`src/rtl/dm_bus_arbiter_pkg.sv`:
```
// dm_bus_arbiter_pkg: owner encodings, parameter defaults and byte-enable constants for the data-memory arbiter
package dm_bus_arbiter_pkg;
  typedef enum logic {OWN_CPU = 1'b0, OWN_AUX = 1'b1} owner_e;
  localparam int STARVE_LIMIT_DEF = 8;
  localparam int MAX_BURST_DEF = 4;
  localparam logic [3:0] BYTEEN_RD = 4'b0000;
endpackage

```
`src/rtl/dm_arb_mux.sv`:
```
// dm_arb_mux: owner-select of address/data/byte-enables; a master without a live request can never drive a write
module dm_arb_mux
  import dm_bus_arbiter_pkg::*;
(
  input  logic        i_sel,
  input  logic        i_cpu_req,
  input  logic [31:0] i_cpu_addr,
  input  logic [31:0] i_cpu_wdata,
  input  logic [3:0]  i_cpu_byteen,
  input  logic        i_aux_req,
  input  logic [31:0] i_aux_addr,
  input  logic [31:0] i_aux_wdata,
  input  logic [3:0]  i_aux_byteen,
  output logic [31:0] o_addr,
  output logic [31:0] o_wdata,
  output logic [3:0]  o_byteen
);
  logic w_aux;
  assign w_aux = i_sel == OWN_AUX;
  // steer the owner's request onto the bridge, gating byte enables with its req
  always_comb begin
    o_addr   = w_aux ? i_aux_addr : i_cpu_addr;
    o_wdata  = w_aux ? i_aux_wdata : i_cpu_wdata;
    o_byteen = w_aux ? (i_aux_req ? i_aux_byteen : BYTEEN_RD)
                     : (i_cpu_req ? i_cpu_byteen : BYTEEN_RD);
  end
endmodule

```
`src/rtl/dm_bus_arbiter.sv`:
```
// dm_bus_arbiter: CPU-parked two-master data-memory arbiter with aux starvation pre-emption and burst cap (DM_ARB_PERF_EN adds perf counters)
module dm_bus_arbiter
  import dm_bus_arbiter_pkg::*;
#(
  parameter int STARVE_LIMIT = STARVE_LIMIT_DEF,
  parameter int MAX_BURST    = MAX_BURST_DEF
) (
  input  logic        i_clk,
  input  logic        i_reset_n,
  input  logic        i_cpu_req,
  input  logic [31:0] i_cpu_addr,
  input  logic [31:0] i_cpu_wdata,
  input  logic [3:0]  i_cpu_byteen,
  output logic        o_cpu_ack,
  output logic [31:0] o_cpu_rdata,
  input  logic        i_aux_req,
  input  logic        i_aux_lock,
  input  logic [31:0] i_aux_addr,
  input  logic [31:0] i_aux_wdata,
  input  logic [3:0]  i_aux_byteen,
  output logic        o_aux_ack,
  output logic [31:0] o_aux_rdata,
  output logic [31:0] o_mem_addr,
  output logic [31:0] o_mem_wdata,
  output logic [3:0]  o_mem_byteen,
  input  logic [31:0] i_mem_rdata,
  output logic        o_owner
`ifdef DM_ARB_PERF_EN
  ,
  output logic [31:0] o_perf_cpu_stall,
  output logic [31:0] o_perf_aux_beats
`endif
);
  localparam int SW = $clog2(STARVE_LIMIT + 1);
  localparam int BW = $clog2(MAX_BURST + 1);
  logic          r_owner;
  logic          w_owner_nxt;
  logic [SW-1:0] r_starve;
  logic [BW-1:0] r_beat;
  logic          w_starved;
  logic          w_last;
  logic [3:0]    w_byteen;
  assign w_starved = r_starve == SW'(STARVE_LIMIT);
  assign w_last    = r_beat == BW'(MAX_BURST - 1);
  dm_arb_mux u_mux (
    .i_sel        (r_owner),
    .i_cpu_req    (i_cpu_req),
    .i_cpu_addr   (i_cpu_addr),
    .i_cpu_wdata  (i_cpu_wdata),
    .i_cpu_byteen (i_cpu_byteen),
    .i_aux_req    (i_aux_req),
    .i_aux_addr   (i_aux_addr),
    .i_aux_wdata  (i_aux_wdata),
    .i_aux_byteen (i_aux_byteen),
    .o_addr       (o_mem_addr),
    .o_wdata      (o_mem_wdata),
    .o_byteen     (w_byteen)
  );
  assign o_mem_byteen = w_byteen & {4{i_reset_n}};
  assign o_cpu_rdata  = i_mem_rdata;
  assign o_aux_rdata  = i_mem_rdata;
  assign o_owner      = r_owner;
  // ownership register, parked on the CPU out of reset
  always_ff @(posedge i_clk or negedge i_reset_n) begin
    if (!i_reset_n) r_owner <= OWN_CPU;
    else            r_owner <= w_owner_nxt;
  end
  // hand over to aux when the CPU is idle or aux has starved; return on drop, yield, or burst cap
  always_comb begin
    w_owner_nxt = r_owner;
    if (r_owner == OWN_CPU)
      w_owner_nxt = (i_aux_req && (!i_cpu_req || w_starved)) ? OWN_AUX : OWN_CPU;
    else
      w_owner_nxt = (!i_aux_req || (o_aux_ack && (w_last || (!i_aux_lock && i_cpu_req)))) ? OWN_CPU : OWN_AUX;
  end
  // acks only for the owner's live request, and never while reset is held
  always_comb begin
    o_cpu_ack = i_reset_n && r_owner == OWN_CPU && i_cpu_req;
    o_aux_ack = i_reset_n && r_owner == OWN_AUX && i_aux_req;
  end
  // saturating aux wait counter and per-tenure beat counter
  always_ff @(posedge i_clk or negedge i_reset_n) begin
    if (!i_reset_n) begin
      r_starve <= '0;
      r_beat   <= '0;
    end else begin
      r_starve <= (!i_aux_req || o_aux_ack) ? '0
                : (r_owner == OWN_CPU && !w_starved) ? r_starve + SW'(1) : r_starve;
      r_beat   <= (r_owner == OWN_CPU) ? '0 : o_aux_ack ? r_beat + BW'(1) : r_beat;
    end
  end
`ifdef DM_ARB_PERF_EN
  logic [31:0] r_perf_stall;
  logic [31:0] r_perf_beats;
  assign o_perf_cpu_stall = r_perf_stall;
  assign o_perf_aux_beats = r_perf_beats;
  // free-running CPU stall and aux beat counters, wrapping at 2^32
  always_ff @(posedge i_clk or negedge i_reset_n) begin
    if (!i_reset_n) begin
      r_perf_stall <= '0;
      r_perf_beats <= '0;
    end else begin
      if (i_cpu_req && !o_cpu_ack) r_perf_stall <= r_perf_stall + 32'd1;
      if (o_aux_ack)               r_perf_beats <= r_perf_beats + 32'd1;
    end
  end
`endif
endmodule

```
`config.mk`:
```
export PLATFORM = sky130hd
export DESIGN_NAME = dm_bus_arbiter
export DESIGN_NICKNAME = d
export VERILOG_FILES = /design/src/rtl/dm_bus_arbiter_pkg.sv /design/src/rtl/dm_arb_mux.sv /design/src/rtl/dm_bus_arbiter.sv
export SDC_FILE = /design/constraint.sdc
export NUM_CORES = 1
export LEC_CHECK = 0
export CAP_MARGIN = 20
export CORE_AREA = 2 2 119 121
export DETAILED_ROUTE_END_ITERATION = 7
export DIE_AREA = 0 0 121 123
export PLACE_DENSITY_LB_ADDON = 0.05
export SLEW_MARGIN = 20
export SYNTH_ARGS = -nofsm -noshare
export SYNTH_HDL_FRONTEND = slang
export SYNTH_SLANG_ARGS = --single-unit
```
`constraint.sdc`:
```
create_clock -name i_clk -period 1.5 [get_ports i_clk]
set_input_delay 0.3 -clock i_clk [delete_from_list [all_inputs] [get_ports i_clk]]
set_output_delay 0.3 -clock i_clk [all_outputs]
set_load 0.005 [all_outputs]
```
==> results of run 1 <==
-- synth_stat cells --
cell      instances  area share
and2_1            1      0.0036
ha_1              4       0.029
nor2_1            4      0.0086
buf_4            69        0.30
mux2_2           64        0.41
a22o_1            4       0.020
a21boi_0          1      0.0043
dfrtp_1           8        0.11
nor2b_1           1      0.0036
nand4b_1          1      0.0050
o22ai_1           1      0.0036
inv_1             4      0.0086
nand2_1           9       0.019
xor2_1            1      0.0050
and3b_1           1      0.0050
o21ai_0           2      0.0057
mux2i_1           3       0.017
a21oi_1           4       0.011
xnor2_1           1      0.0050
and3_2            1      0.0043
buf_2             4       0.011
or3_1             1      0.0036
-- repair_timing --
| item | CTS | global route |
|---|---|---|
| cloned | 0 | 6 |
| setup buffers | 6 | 40 |
| gates resized for setup | 121 | 219 |
| pin swaps | 2 | 2 |
| hold buffers | 0 | 0 |
| setup endpoints to repair | 71 | 71 |
-- metrics by stage --
step / hold slack [ns] / setup WS (ns) / TNS, ns / cells
after floorplan: 0.00441 / 0.121 / 0 / 189
after global placement: 0.541 / -0.558 / -23.95 / 521
after detailed placement: 0.528 / -0.599 / -23.91 / 521
after CTS: 0.232 / -0.581 / -28.15 / 531
after global routing: 0.244 / -0.514 / -28.53 / 576
final: 0.219 / -0.454 / -23.84 / 576
-- path summary, 6_finish.rpt --
check	cells past startpoint	to	slack, ns	from
max	6	o_mem_addr[28]	-0.45	o_owner
min	2	r_beat[2]	0.22	i_reset_n
max reg2reg	6	r_starve[0]	-0.08	o_owner
min reg2reg	2	r_beat[2]	0.53	r_beat[2]
max in group asynchronous	2	o_owner	1.12	i_reset_n
min in group i_clk	2	r_beat[2]	0.53	r_beat[2]
-- routing by layer --
layer,up-vias,part of all wire
met5,-,0
li1,1000,-
met2,97,0.55
met1,940,0.37
met4,0,0.012
met3,6,0.067
-- cell families (layout without fill, tap and decap cells) --
group | count (synthesis) | count (layout) | synth area share
xor gates and xnor gates | 2 | 2 | 0.0101
DFF | 8 | 8 | 0.115
AOI/OAI and AO/OA | 12 | 12 | 0.0452
adders and majority gates | 4 | 4 | 0.0287
muxes | 67 | 67 | 0.431
and+or+nand+nor | 19 | 19 | 0.0531
buffers and inverters | 77 | 284 | 0.317
-- power groups by stage --
stage	logic [W]	clock network (W)	registers (W)
global route	0.00182	0.000501	0.000253
global placement	0.00129	0	0.000250
CTS	0.00124	0.000483	0.000247
detailed placement	0.00128	0	0.000251
finish	0.00171	0.000472	0.000250
floorplan	0.000548	0	0.000243
-- flip-flops by register name (all words and copies together), names as in the netlist --
signal,cells
r_beat,3
o_owner,1
r_starve,4
-- cell type report --
type,instances,area (sq um)
well taps,180,225
flip-flops and latches,8,201
inverters,4,15.0
multi-input cells,104,1210
repair buffers,276,2690
clock buffers,4,78.8
fillers,1415,9190
==> results.sh, run 1 <==
export IMPL_avgSynthCellArea_sq_um=9.22
export IMPL_fin_crit_ns=1.95
export IMPL_cts_sinks=8
export IMPL_dieArea_sq_um=14900
export IMPL_wl_microns=8580
export IMPL_p_seq_frac=0.103
export IMPL_maxCapViolCount=0
export IMPL_grt_max_degree=32
export IMPL_layout_drive_gt1_share=0.518
export IMPL_fin_area_sq_um=4420
export IMPL_setup_worst_path_end_class="output port"
export IMPL_synth_nets=366
export IMPL_switching_share=0.258
export IMPL_first_iter_violations=21
export IMPL_die_y_microns=123
export IMPL_finish_utilization=0.325
export IMPL_avgRoutedWirePerCell_microns=14.9
export IMPL_pwr_share_comb=0.703
export IMPL_startpoint_type="flip-flop"
export IMPL_hold_viol=0
export IMPL_cp_cell_sequence="buf_12 > buf_8 > buf_6 > buf_6 > mux2_4 > buf_6"
export IMPL_busiest_layer="met2"
export IMPL_fin_crit_sh=1.30
export IMPL_grt_antenna_before_repair=0
export IMPL_outcome="finished with violations"
export IMPL_nNetsFinal=574
export IMPL_cts_buffers=3
export IMPL_worst_hold_path_type="in -> async"
export IMPL_path_class="reg -> out"
export IMPL_drc=0
export IMPL_met1_usage=0.0827
export IMPL_clk_latency_ns=0.24
export IMPL_use_met3=0.0185
export IMPL_cp_top_family="buffers and inverters"
export IMPL_clock_fmax_mhz=512
export IMPL_viasPerCell=3.55
export IMPL_use_met2=0.185
export IMPL_ys_ff_latch=8
export IMPL_layout_setup_ws_ns=-0.454
export IMPL_ant_nets=0
export IMPL_dpl_hpwl_microns=6120
export IMPL_layout_commonest_cell="clkdlybuf4s50_1"
export IMPL_tightest_slew_ns=0.277
export IMPL_gp_congestion=0.767
export IMPL_worst_path_largest_cell_delay_ns=0.50
export IMPL_syn_area_sq_um=1740
export IMPL_crit_required_ns=1.20
export IMPL_internal_power_w=0.00181
export IMPL_cp_common_cell="buf_6"
export IMPL_final_cell_mix="139 x clkdlybuf4s50_1, 56 x buf_6, 52 x mux2_4"
export IMPL_ys_types=22
export IMPL_crit_buf_inv=5
export IMPL_core_area_sq_um=13600
export IMPL_switchingPower_w=0.000627
export IMPL_dpl_cell_area_sq_um=3690
export IMPL_fin_skew_ns=0.00889
export IMPL_clock_path_buffers=2
export IMPL_yosys_warnings=0
export IMPL_cts_tree="built"
export IMPL_cp_slowest_cell="dfrtp_2"
export IMPL_die_x_microns=121
export IMPL_irDropWorstVdd_v=0.000539
export IMPL_diodes=0
export IMPL_relSlewSlack=0.815
export IMPL_grt_use_total=0.0865
export IMPL_path_clk_slew_ns=0.04
export IMPL_clkPwrFrac=0.194
export IMPL_htreeDepth=1
export IMPL_violations="setup timing"
export IMPL_cts_root_buf="clkbuf_16"
export IMPL_syn_inst=189
export IMPL_dr_pass1_iters=4
export IMPL_io_buffers=211
export IMPL_syn2layout_area_growth_pct=154
export IMPL_synth_seq_area_share=0.115
export IMPL_grt_pass1_wl_microns=10000
export IMPL_worstPathMaxFanout=7
export IMPL_overflow=0
export IMPL_power_per_cell_area_nw_per_um2=550
export IMPL_grt_pass1_vias=1887
export IMPL_rsz0062_at_grt="yes"
export IMPL_num_rows=43
export IMPL_setup_violations=75
export IMPL_initial_core_util=0.128
export IMPL_finalPower_w=0.00243
export IMPL_dr_total_vias=2043
export IMPL_num_io_pins=308
export IMPL_critPathArrivalTime_ns=1.65
export IMPL_slew_violations=0
export IMPL_p_leak_nw=2.09
Note: power is estimated with default switching activity, not from simulation.
==> run 2, diff against run 1 <==
Settings changed: HOLD_SLACK_MARGIN from default to 0.08.
==> results of run 2 <==
The final DEF is identical to that of run 1; final timing and power are the same.
